==> config.mk <==
export PLATFORM = sky130hd
export DESIGN_NAME = fetch_controller
export DESIGN_NICKNAME = d
export VERILOG_FILES = /design/src/rtl/fetch_controller_pkg.sv /design/src/rtl/fetch_controller_skid.sv /design/src/rtl/fetch_controller.sv
export SDC_FILE = /design/constraint.sdc
export NUM_CORES = 1
export LEC_CHECK = 0
export ABC_AREA = 0
export CORE_AREA = 2 2 201 203
export DETAILED_ROUTE_END_ITERATION = 12
export DIE_AREA = 0 0 203 205
export HOLD_SLACK_MARGIN = 0.1
export SYNTH_ARGS = -nofsm -noshare
export SYNTH_HDL_FRONTEND = slang
export SYNTH_SLANG_ARGS = --single-unit
export TNS_END_PERCENT = 5
==> constraint.sdc <==
create_clock -name clk -period 14.2 [get_ports clk]
set_input_delay 2.84 -clock clk [delete_from_list [all_inputs] [get_ports clk]]
set_output_delay 2.84 -clock clk [all_outputs]
set_load 0.01 [all_outputs]
==> src/rtl/fetch_controller_pkg.sv <==
// Shared definitions for the instruction-fetch stage: widths, reset defaults,
// FSM state encoding and the alignment helper.
package fetch_controller_pkg;

  localparam int XLEN    = 64;
  localparam int INSTR_W = 32;

  localparam logic [XLEN-1:0]    DEF_RESET_PC = 64'h0;
  localparam int                 DEF_MAX_WAIT = 15;
  localparam logic [INSTR_W-1:0] NOP_INSTR    = 32'h0000_0013;
  localparam logic [XLEN-1:0]    PC_INCR      = 64'd4;

  typedef enum logic [2:0] {
    ST_BOOT      = 3'd0,
    ST_FETCH     = 3'd1,
    ST_WAIT_SLOT = 3'd2,
    ST_DISCARD   = 3'd3,
    ST_ERROR     = 3'd4
  } fetch_state_e;

  // Instructions are word aligned; only the two low address bits matter.
  function automatic logic is_aligned(input logic [1:0] low_bits);
    return (low_bits == 2'b00);
  endfunction

endpackage

==> src/rtl/fetch_controller_skid.sv <==
// One-entry {pc, instr} holding slot for an instruction that returns while
// the decode-facing output register is still occupied.
module fetch_controller_skid
  import fetch_controller_pkg::*;
(
  input  logic               clk,
  input  logic               reset,
  input  logic               push,
  input  logic               pop,
  input  logic               flush,
  input  logic [XLEN-1:0]    push_pc,
  input  logic [INSTR_W-1:0] push_instr,
  output logic               valid,
  output logic [XLEN-1:0]    pc,
  output logic [INSTR_W-1:0] instr
);

  // Slot storage; a redirect flush beats any push or pop in the same cycle.
  always_ff @(posedge clk or posedge reset) begin
    if (reset) begin
      valid <= 1'b0;
      pc    <= 64'h0;
      instr <= NOP_INSTR;
    end else if (flush) begin
      valid <= 1'b0;
    end else if (push) begin
      valid <= 1'b1;
      pc    <= push_pc;
      instr <= push_instr;
    end else if (pop) begin
      valid <= 1'b0;
    end
  end

endmodule

==> src/rtl/fetch_controller.sv <==
// Instruction-fetch sequencer: owns the PC, issues single-outstanding imem
// reads, handles redirects, decode back-pressure and request timeouts.
module fetch_controller
  import fetch_controller_pkg::*;
#(
  parameter logic [XLEN-1:0] RESET_PC = DEF_RESET_PC,
  parameter int              MAX_WAIT = DEF_MAX_WAIT
) (
  input  logic               clk,
  input  logic               reset,
  input  logic               branch_taken,
  input  logic [XLEN-1:0]    branch_target,
  input  logic               stall,
  output logic               imem_req,
  output logic [XLEN-1:0]    imem_addr,
  input  logic               imem_ack,
  input  logic [INSTR_W-1:0] imem_rdata,
  output logic [XLEN-1:0]    pc,
  output logic [INSTR_W-1:0] instr,
  output logic               instr_valid,
  output logic               fetch_error
);

  localparam int CNT_W = $clog2(MAX_WAIT + 1);

  fetch_state_e       state;
  logic [CNT_W-1:0]   wait_cnt;
  logic [XLEN-1:0]    redirect_pc;
  logic               skid_valid;
  logic [XLEN-1:0]    skid_pc;
  logic [INSTR_W-1:0] skid_instr;
  logic               acked, consumed, out_free, timeout, redirect;
  logic               skid_push, skid_pop, skid_flush;

  assign acked      = imem_req && imem_ack;
  assign consumed   = instr_valid && !stall;
  assign out_free   = !instr_valid || consumed;
  assign timeout    = imem_req && !imem_ack && (wait_cnt == CNT_W'(MAX_WAIT - 1));
  assign redirect   = branch_taken && (state != ST_ERROR);
  assign skid_flush = redirect;
  assign skid_push  = (state == ST_FETCH) && acked && !out_free && !branch_taken && !timeout;
  assign skid_pop   = (state == ST_WAIT_SLOT) && consumed && !branch_taken;

  fetch_controller_skid u_skid (
    .clk        (clk),
    .reset      (reset),
    .push       (skid_push),
    .pop        (skid_pop),
    .flush      (skid_flush),
    .push_pc    (imem_addr),
    .push_instr (imem_rdata),
    .valid      (skid_valid),
    .pc         (skid_pc),
    .instr      (skid_instr)
  );

  // Fetch FSM; errors outrank redirects, which outrank acks and stalls.
  always_ff @(posedge clk or posedge reset) begin
    if (reset) begin
      state       <= ST_BOOT;
      imem_req    <= 1'b0;
      imem_addr   <= RESET_PC;
      pc          <= 64'h0;
      instr       <= NOP_INSTR;
      instr_valid <= 1'b0;
      fetch_error <= 1'b0;
      wait_cnt    <= '0;
      redirect_pc <= RESET_PC;
    end else if (state == ST_ERROR) begin
      imem_req    <= 1'b0;
      instr_valid <= 1'b0;
    end else if (timeout || (branch_taken && !is_aligned(branch_target[1:0]))) begin
      fetch_error <= 1'b1;
      state       <= ST_ERROR;
      imem_req    <= 1'b0;
      instr_valid <= 1'b0;
    end else if (branch_taken) begin
      instr_valid <= 1'b0;
      if (imem_req && !imem_ack) begin
        // The outstanding read must still complete before the redirect issues.
        state       <= ST_DISCARD;
        redirect_pc <= branch_target;
        wait_cnt    <= wait_cnt + 1'b1;
      end else begin
        state     <= ST_FETCH;
        imem_req  <= 1'b1;
        imem_addr <= branch_target;
        wait_cnt  <= '0;
      end
    end else begin
      case (state)
        ST_BOOT: begin
          state    <= ST_FETCH;
          imem_req <= 1'b1;
        end
        ST_FETCH: begin
          if (acked) begin
            wait_cnt  <= '0;
            imem_addr <= imem_addr + PC_INCR;
            if (out_free) begin
              pc          <= imem_addr;
              instr       <= imem_rdata;
              instr_valid <= 1'b1;
            end else begin
              state    <= ST_WAIT_SLOT;
              imem_req <= 1'b0;
            end
          end else begin
            wait_cnt <= wait_cnt + 1'b1;
            if (consumed) instr_valid <= 1'b0;
          end
        end
        ST_WAIT_SLOT: begin
          if (consumed && skid_valid) begin
            pc          <= skid_pc;
            instr       <= skid_instr;
            instr_valid <= 1'b1;
            state       <= ST_FETCH;
            imem_req    <= 1'b1;
          end
        end
        ST_DISCARD: begin
          if (imem_ack) begin
            imem_addr <= redirect_pc;
            wait_cnt  <= '0;
            state     <= ST_FETCH;
          end else begin
            wait_cnt <= wait_cnt + 1'b1;
          end
        end
        default: begin
          state       <= ST_ERROR;
          imem_req    <= 1'b0;
          instr_valid <= 1'b0;
        end
      endcase
    end
  end

endmodule

**Word level (Yosys, flattened, before mapping)**

Cells that the tools add are included.
Widths: inputs -> output; s select.

- Flip-flop bits (word level): 331
- Output and inout port bits: 163
- Bits of input ports: 101

- Eq/ne operators: 24
- Reductions and logical operators: 37
- Add/sub/neg operators: 2
- Bitwise logic cells: 4
- Multiplexer cells: 44

Operator list:

| operator | number |
|---|---|
| $mux 64 | 7 |
| $pmux 64 s2 | 2 |
| $mux 32 | 3 |
| $add 64x3->64 const B | 1 |
| $pmux 32 s2 | 1 |
| $mux 3 | 6 |
| $mux 1 | 16 |
| $mux 4 | 4 |
| $logic_and 1x1->1 | 13 |
| $ne 4x4->1 const B | 3 |
| $ne 6x4->1 const B | 2 |
| $pmux 3 s4 | 1 |
| $ne 5x3->1 const B | 2 |
| $reduce_and 5->1 | 2 |
| $ne 3x3->1 const B | 3 |
| $ne 4x3->1 const B | 2 |
| $pmux 4 s2 | 1 |
| $reduce_and 4->1 | 2 |
| $logic_not 1->1 | 7 |
| $reduce_and 7->1 | 1 |
| $eq 3x2->1 const B | 2 |
| $ne 2x2->1 const B | 3 |
| $reduce_and 6->1 | 1 |
| $reduce_bool 3->1 | 2 |
| other kinds (19) | 24 |

**Longest topological paths before layout**

- Depth in word-level cells: 9
- Gate-level depth with buffers: 10
- Mapped depth without buffers: 7

**Hierarchy**

A second synthesis with hierarchy kept.

- Cells, all modules: 1464
- Area total of the unflattened synthesis: 16077.9 um^2

By module, submodules not included:

| module | area each (um^2) | instances | cells an instance |
|---|---|---|---|
| fetch_controller | 12259.3 | 1 | 1255 |
| fetch_controller_skid | 3818.7 | 1 | 209 |

**Worst setup path after synthesis**

OpenSTA, ideal clock, no wires.

- Path kind: input port to flip-flop
- Start: in branch_taken
- End: reg redirect_pc[10]
- Library setup time: 125 ps
- Arrival: 4416 ps
- Data required time: 14075 ps
- Path slack: 9659 ps
- Stages on the path: 6
- Cells stage by stage: clkbuf_1 > o21ai_0 > nand3_1 > nor2_1 > clkbuf_1 > mux2_2

- Longest elaborated chain between the ends: 4

RTL lines:

| what | line | RTL |
|---|---|---|
| start: declaration | fetch_controller.sv:11 | `input logic branch_taken,` |
| $logic_and 1x1->1 | fetch_controller.sv:72 | `end else if (timeout \|\| (branch_taken && !is_aligned(branch_target[1:0]))) begin` |
| $logic_or 1x1->1 | fetch_controller.sv:72 |  |
| $not 1->1 (no source line) | - |  |
| $reduce_and 4->1 (no source line) (*) | - |  |
| end signal: assignment | fetch_controller.sv:82 | `redirect_pc <= branch_target;` |
| end: declaration | fetch_controller.sv:28 | `logic [XLEN-1:0] redirect_pc;` |

Mark *: on every way between the ends. The rest lies on a longest branch, timed or not.
A chain may end at the register's enable or synchronous reset.

**Final worst setup path**

- Start: in branch_taken
- End: reg u_skid.pc[32]

- Longest elaborated chain between the ends: 4

RTL lines:

| what | line | RTL |
|---|---|---|
| $logic_not 1->1 | fetch_controller.sv:41 | `assign skid_push = (state == ST_FETCH) && acked && !out_free && !branch_taken && !timeout;` |
| $logic_and 1x1->1 (2 in a row) | fetch_controller.sv:41 |  |
| $reduce_and 2->1 (no source line) (*) | - |  |
| end signal: assignment | fetch_controller_skid.sv:28 | `pc <= push_pc;` |
| end: declaration | fetch_controller_skid.sv:14 | `output logic [XLEN-1:0] pc,` |

Marks and branches as above.

==> results.json <==
{
  "cp_data_arrival_time_ns": 5.91,
  "portBuffers": 263,
  "run_status": "finished, final reports clean",
  "worstHoldStart": "fetch_error",
  "critPathCaptureType": "flip-flop",
  "root_buffer": "clkbuf_16",
  "synthesis.area_um2": 15500,
  "cts.sinks": 331,
  "finish.instance_area_um2": 19900,
  "grtUsageMet1_pct": 28.8,
  "crit_fanout": 77,
  "die_w_um": 203,
  "fin_cells": 2186,
  "htree_levels": 2,
  "ys_types": 68,
  "ir_drop_uv": 90.3,
  "synthCells": 1416,
  "slew-limit-headroom_pct": 26.8,
  "worstMarginPinSlew_ns": 1.10,
  "period_share_pct": 38.6,
  "drtPass1Iterations": 7,
  "top_usage_layer": "met2",
  "setup_tns_ns": 0,
  "worst_ep_required_time_ns": 14.63,
  "r2r_slack_ns": 10.95,
  "cts_hold_buf": 0,
  "skew_ns": 0.0171,
  "area_growth_pct": 27.9,
  "fmax_mhz": 183,
  "post_cts_resized": 0,
  "yosysWarnings": 0,
  "cts_tree": "built",
  "r2r-start": "state[1]",
  "multi_input_area_um2": 6800,
  "use_met2_pct": 32.8,
  "grt_overflow": 0,
  "via_per_inst": 5.46,
  "syn_avg_cell_area_um2": 11.0,
  "ys.flop_type": "dfrtp_1",
  "grt_max_degree": 101,
  "worstRegToRegCells": 5,
  "rows": 73,
  "initial_utilization_pct": 39.5,
  "hold_end": "fetch_error",
  "dp_cells": 2112,
  "die_area_um2": 41600,
  "drt-initial-drc-count": 789,
  "p_leak_nw": 8.28,
  "area.sequential_um2": 8290,
  "insertion_delay_ns": 0.56,
  "clk_pin_slew_ns": 0.05,
  "via_count": 11900,
  "whs_path_depth": 1,
  "routed_wl_um": 43200,
  "drive_gt1_share_pct": 16.0,
  "gp_congestion": 0.811,
  "synth_seq_area_share_pct": 53.4,
  "grt_antenna_before_repair": 3,
  "die_y_um": 205,
  "hold_viol": 0,
  "wl_per_cell_um": 19.8,
  "cts_setup_buffers": 0,
  "power_density_nw_per_um2": 197,
  "cts_buffer_depth": 3,
  "grt_pass1_vias": 11900,
  "regToRegEndpoint": "u_skid.pc[32]",
  "drv_slew": 0,
  "ys_seq_elements": 331,
  "drt.antenna.violating_nets": 0,
  "synthArstFlopShare_pct": 100,
  "nFillCells": 3550,
  "grt_usage_pct": 20.8,
  "rsz0062_at_grt": "false",
  "setup_viol": 0,
  "met3_usage_pct": 4.07,
  "maxCapViolations": 0,
  "grt_pass1_wl_um": 68500,
  "core_um2": 39400,
  "drc_errors": 0,
  "postPlaceCellArea_um2": 18600,
  "hp-class": "flip-flop to flip-flop",
  "finalCriticalPeriod_ns": 5.48,
  "dp_hpwl_um": 28000,
  "startpoint_type": "input pin",
  "cts_buffers": 39,
  "synth_edf_count": 0,
  "nNetsFinal": 1732,
  "path_class": "input pin to flip-flop",
  "ios": 264,
  "syn-num-nets": 1520
}
logic make-up after synthesis:
family / count (synthesis) / share of synthesized area, %
xor gates and xnor gates: 3 / 0.169
muxes: 257 / 17.8
and+or+nand+nor: 337 / 10.8
AOI/OAI and AO/OA: 357 / 14.4
adders and majority gates: 3 / 0.242
buffers and inverters: 128 / 3.22
DFF: 331 / 53.4
worst max-delay path by stage:
stage                      start            end  slack, ns  depth (start not counted)
finish              branch_taken  u_skid.pc[32]       8.72                          6
global route        branch_taken         pc[24]       8.39                          7
CTS                 branch_taken  u_skid.pc[40]       8.73                          6
detailed placement  branch_taken  u_skid.pc[36]       8.14                          6
global placement    branch_taken  u_skid.pc[32]       8.19                          6
floorplan                  reset    fetch_error       2.20                          1
layout by cell type, fill, tap and decap left out, types with 7 or more instances in the layout:
cell type / count
clkbuf_16: 40
nor4_1: 10
a22oi_1: 22
nor3_1: 14
dfrtp_1: 325
o31a_1: 8
nor2b_1: 8
mux2_2: 160
o21ai_0: 170
clkbuf_1: 10
a221oi_1: 20
clkdlybuf4s50_1: 262
nand2_1: 154
or3_1: 7
o22ai_1: 14
nand3_1: 25
buf_4: 16
a21oi_1: 38
clkbuf_8: 9
a31oi_1: 15
mux2i_1: 97
nor2_1: 47
nand4_1: 16
clkinv_2: 7
inv_1: 19
a222oi_1: 8
and3_1: 11
a22o_1: 17
critical path: stages:
cell	delay, ns
buf_2	0.10
buf_4	0.38
or3_1	0.57
nor2_4	0.55
buf_4	0.93
mux2_2	0.42
cell usage after synthesis (all sizes together) (8+ instances only):
cell / number / area (um^2)
o31a: 8 / 70.1
a22oi: 22 / 165
nor2b: 8 / 50.1
nand2: 155 / 582
nor3: 14 / 70.1
dfrtp: 325 / 8130
and3: 13 / 82.6
inv: 20 / 75.1
mux2i: 97 / 971
nor2: 50 / 188
o21ai: 171 / 856
mux2: 160 / 1800
a221oi: 20 / 175
nand3: 27 / 145
nand4: 16 / 100
a31oi: 15 / 93.8
or3: 8 / 51.3
clkbuf: 91 / 343
a222oi: 8 / 80.1
o22ai: 14 / 87.6
nor4: 13 / 126
buf: 17 / 82.6
a21oi: 39 / 195
a22o: 17 / 149
power by group:
part	leakage [nW]	switching (mW)	internal, mW
logic	3.44	0.568	0.688
registers	4.20	0.371	1.27
clock network	0.637	0.402	0.603
total	8.28	1.34	2.57
final cells by class:
cell class / count / share of cell area [%]
multi-input combinational: 957 / 34.2
antenna: 3 / 0.0378
clock inverter: 12 / 0.642
sequential: 331 / 41.7
tap: 525 / 3.30
inverter: 20 / 0.415
timing repair buffer: 279 / 13.8
clock buffer: 59 / 5.85
layer usage:
| metal | wire [um] | up-vias | part of all wire, % |
|---|---|---|---|
| li1 | - | 5614 | - |
| met5 | 0 | - | 0 |
| met1 | 20000 | 5927 | 46 |
| met4 | 899 | 0 | 2.1 |
| met3 | 2280 | 56 | 5.3 |
| met2 | 20100 | 331 | 46 |
flip-flops by register name, summed over array words and instances (netlist names), 3 cells and up:
register / flops
imem_addr: 64
instr: 32
pc: 64
redirect_pc: 64
state: 3
u_skid.instr: 32
u_skid.pc: 64
wait_cnt: 4
metrics by stage:
stage	utilization (%)	setup slack [ns]	hold WS, ns	power (mW)
detailed placement	47.2	8.14	0.465	2.93
CTS	50.5	8.73	0.480	3.96
finish	50.5	8.72	0.470	3.91
floorplan	-	2.20	0.465	2.20
global placement	47.2	8.19	0.457	2.90
global route	50.5	8.39	0.501	4.16
Power figures use the tool's default switching activity.
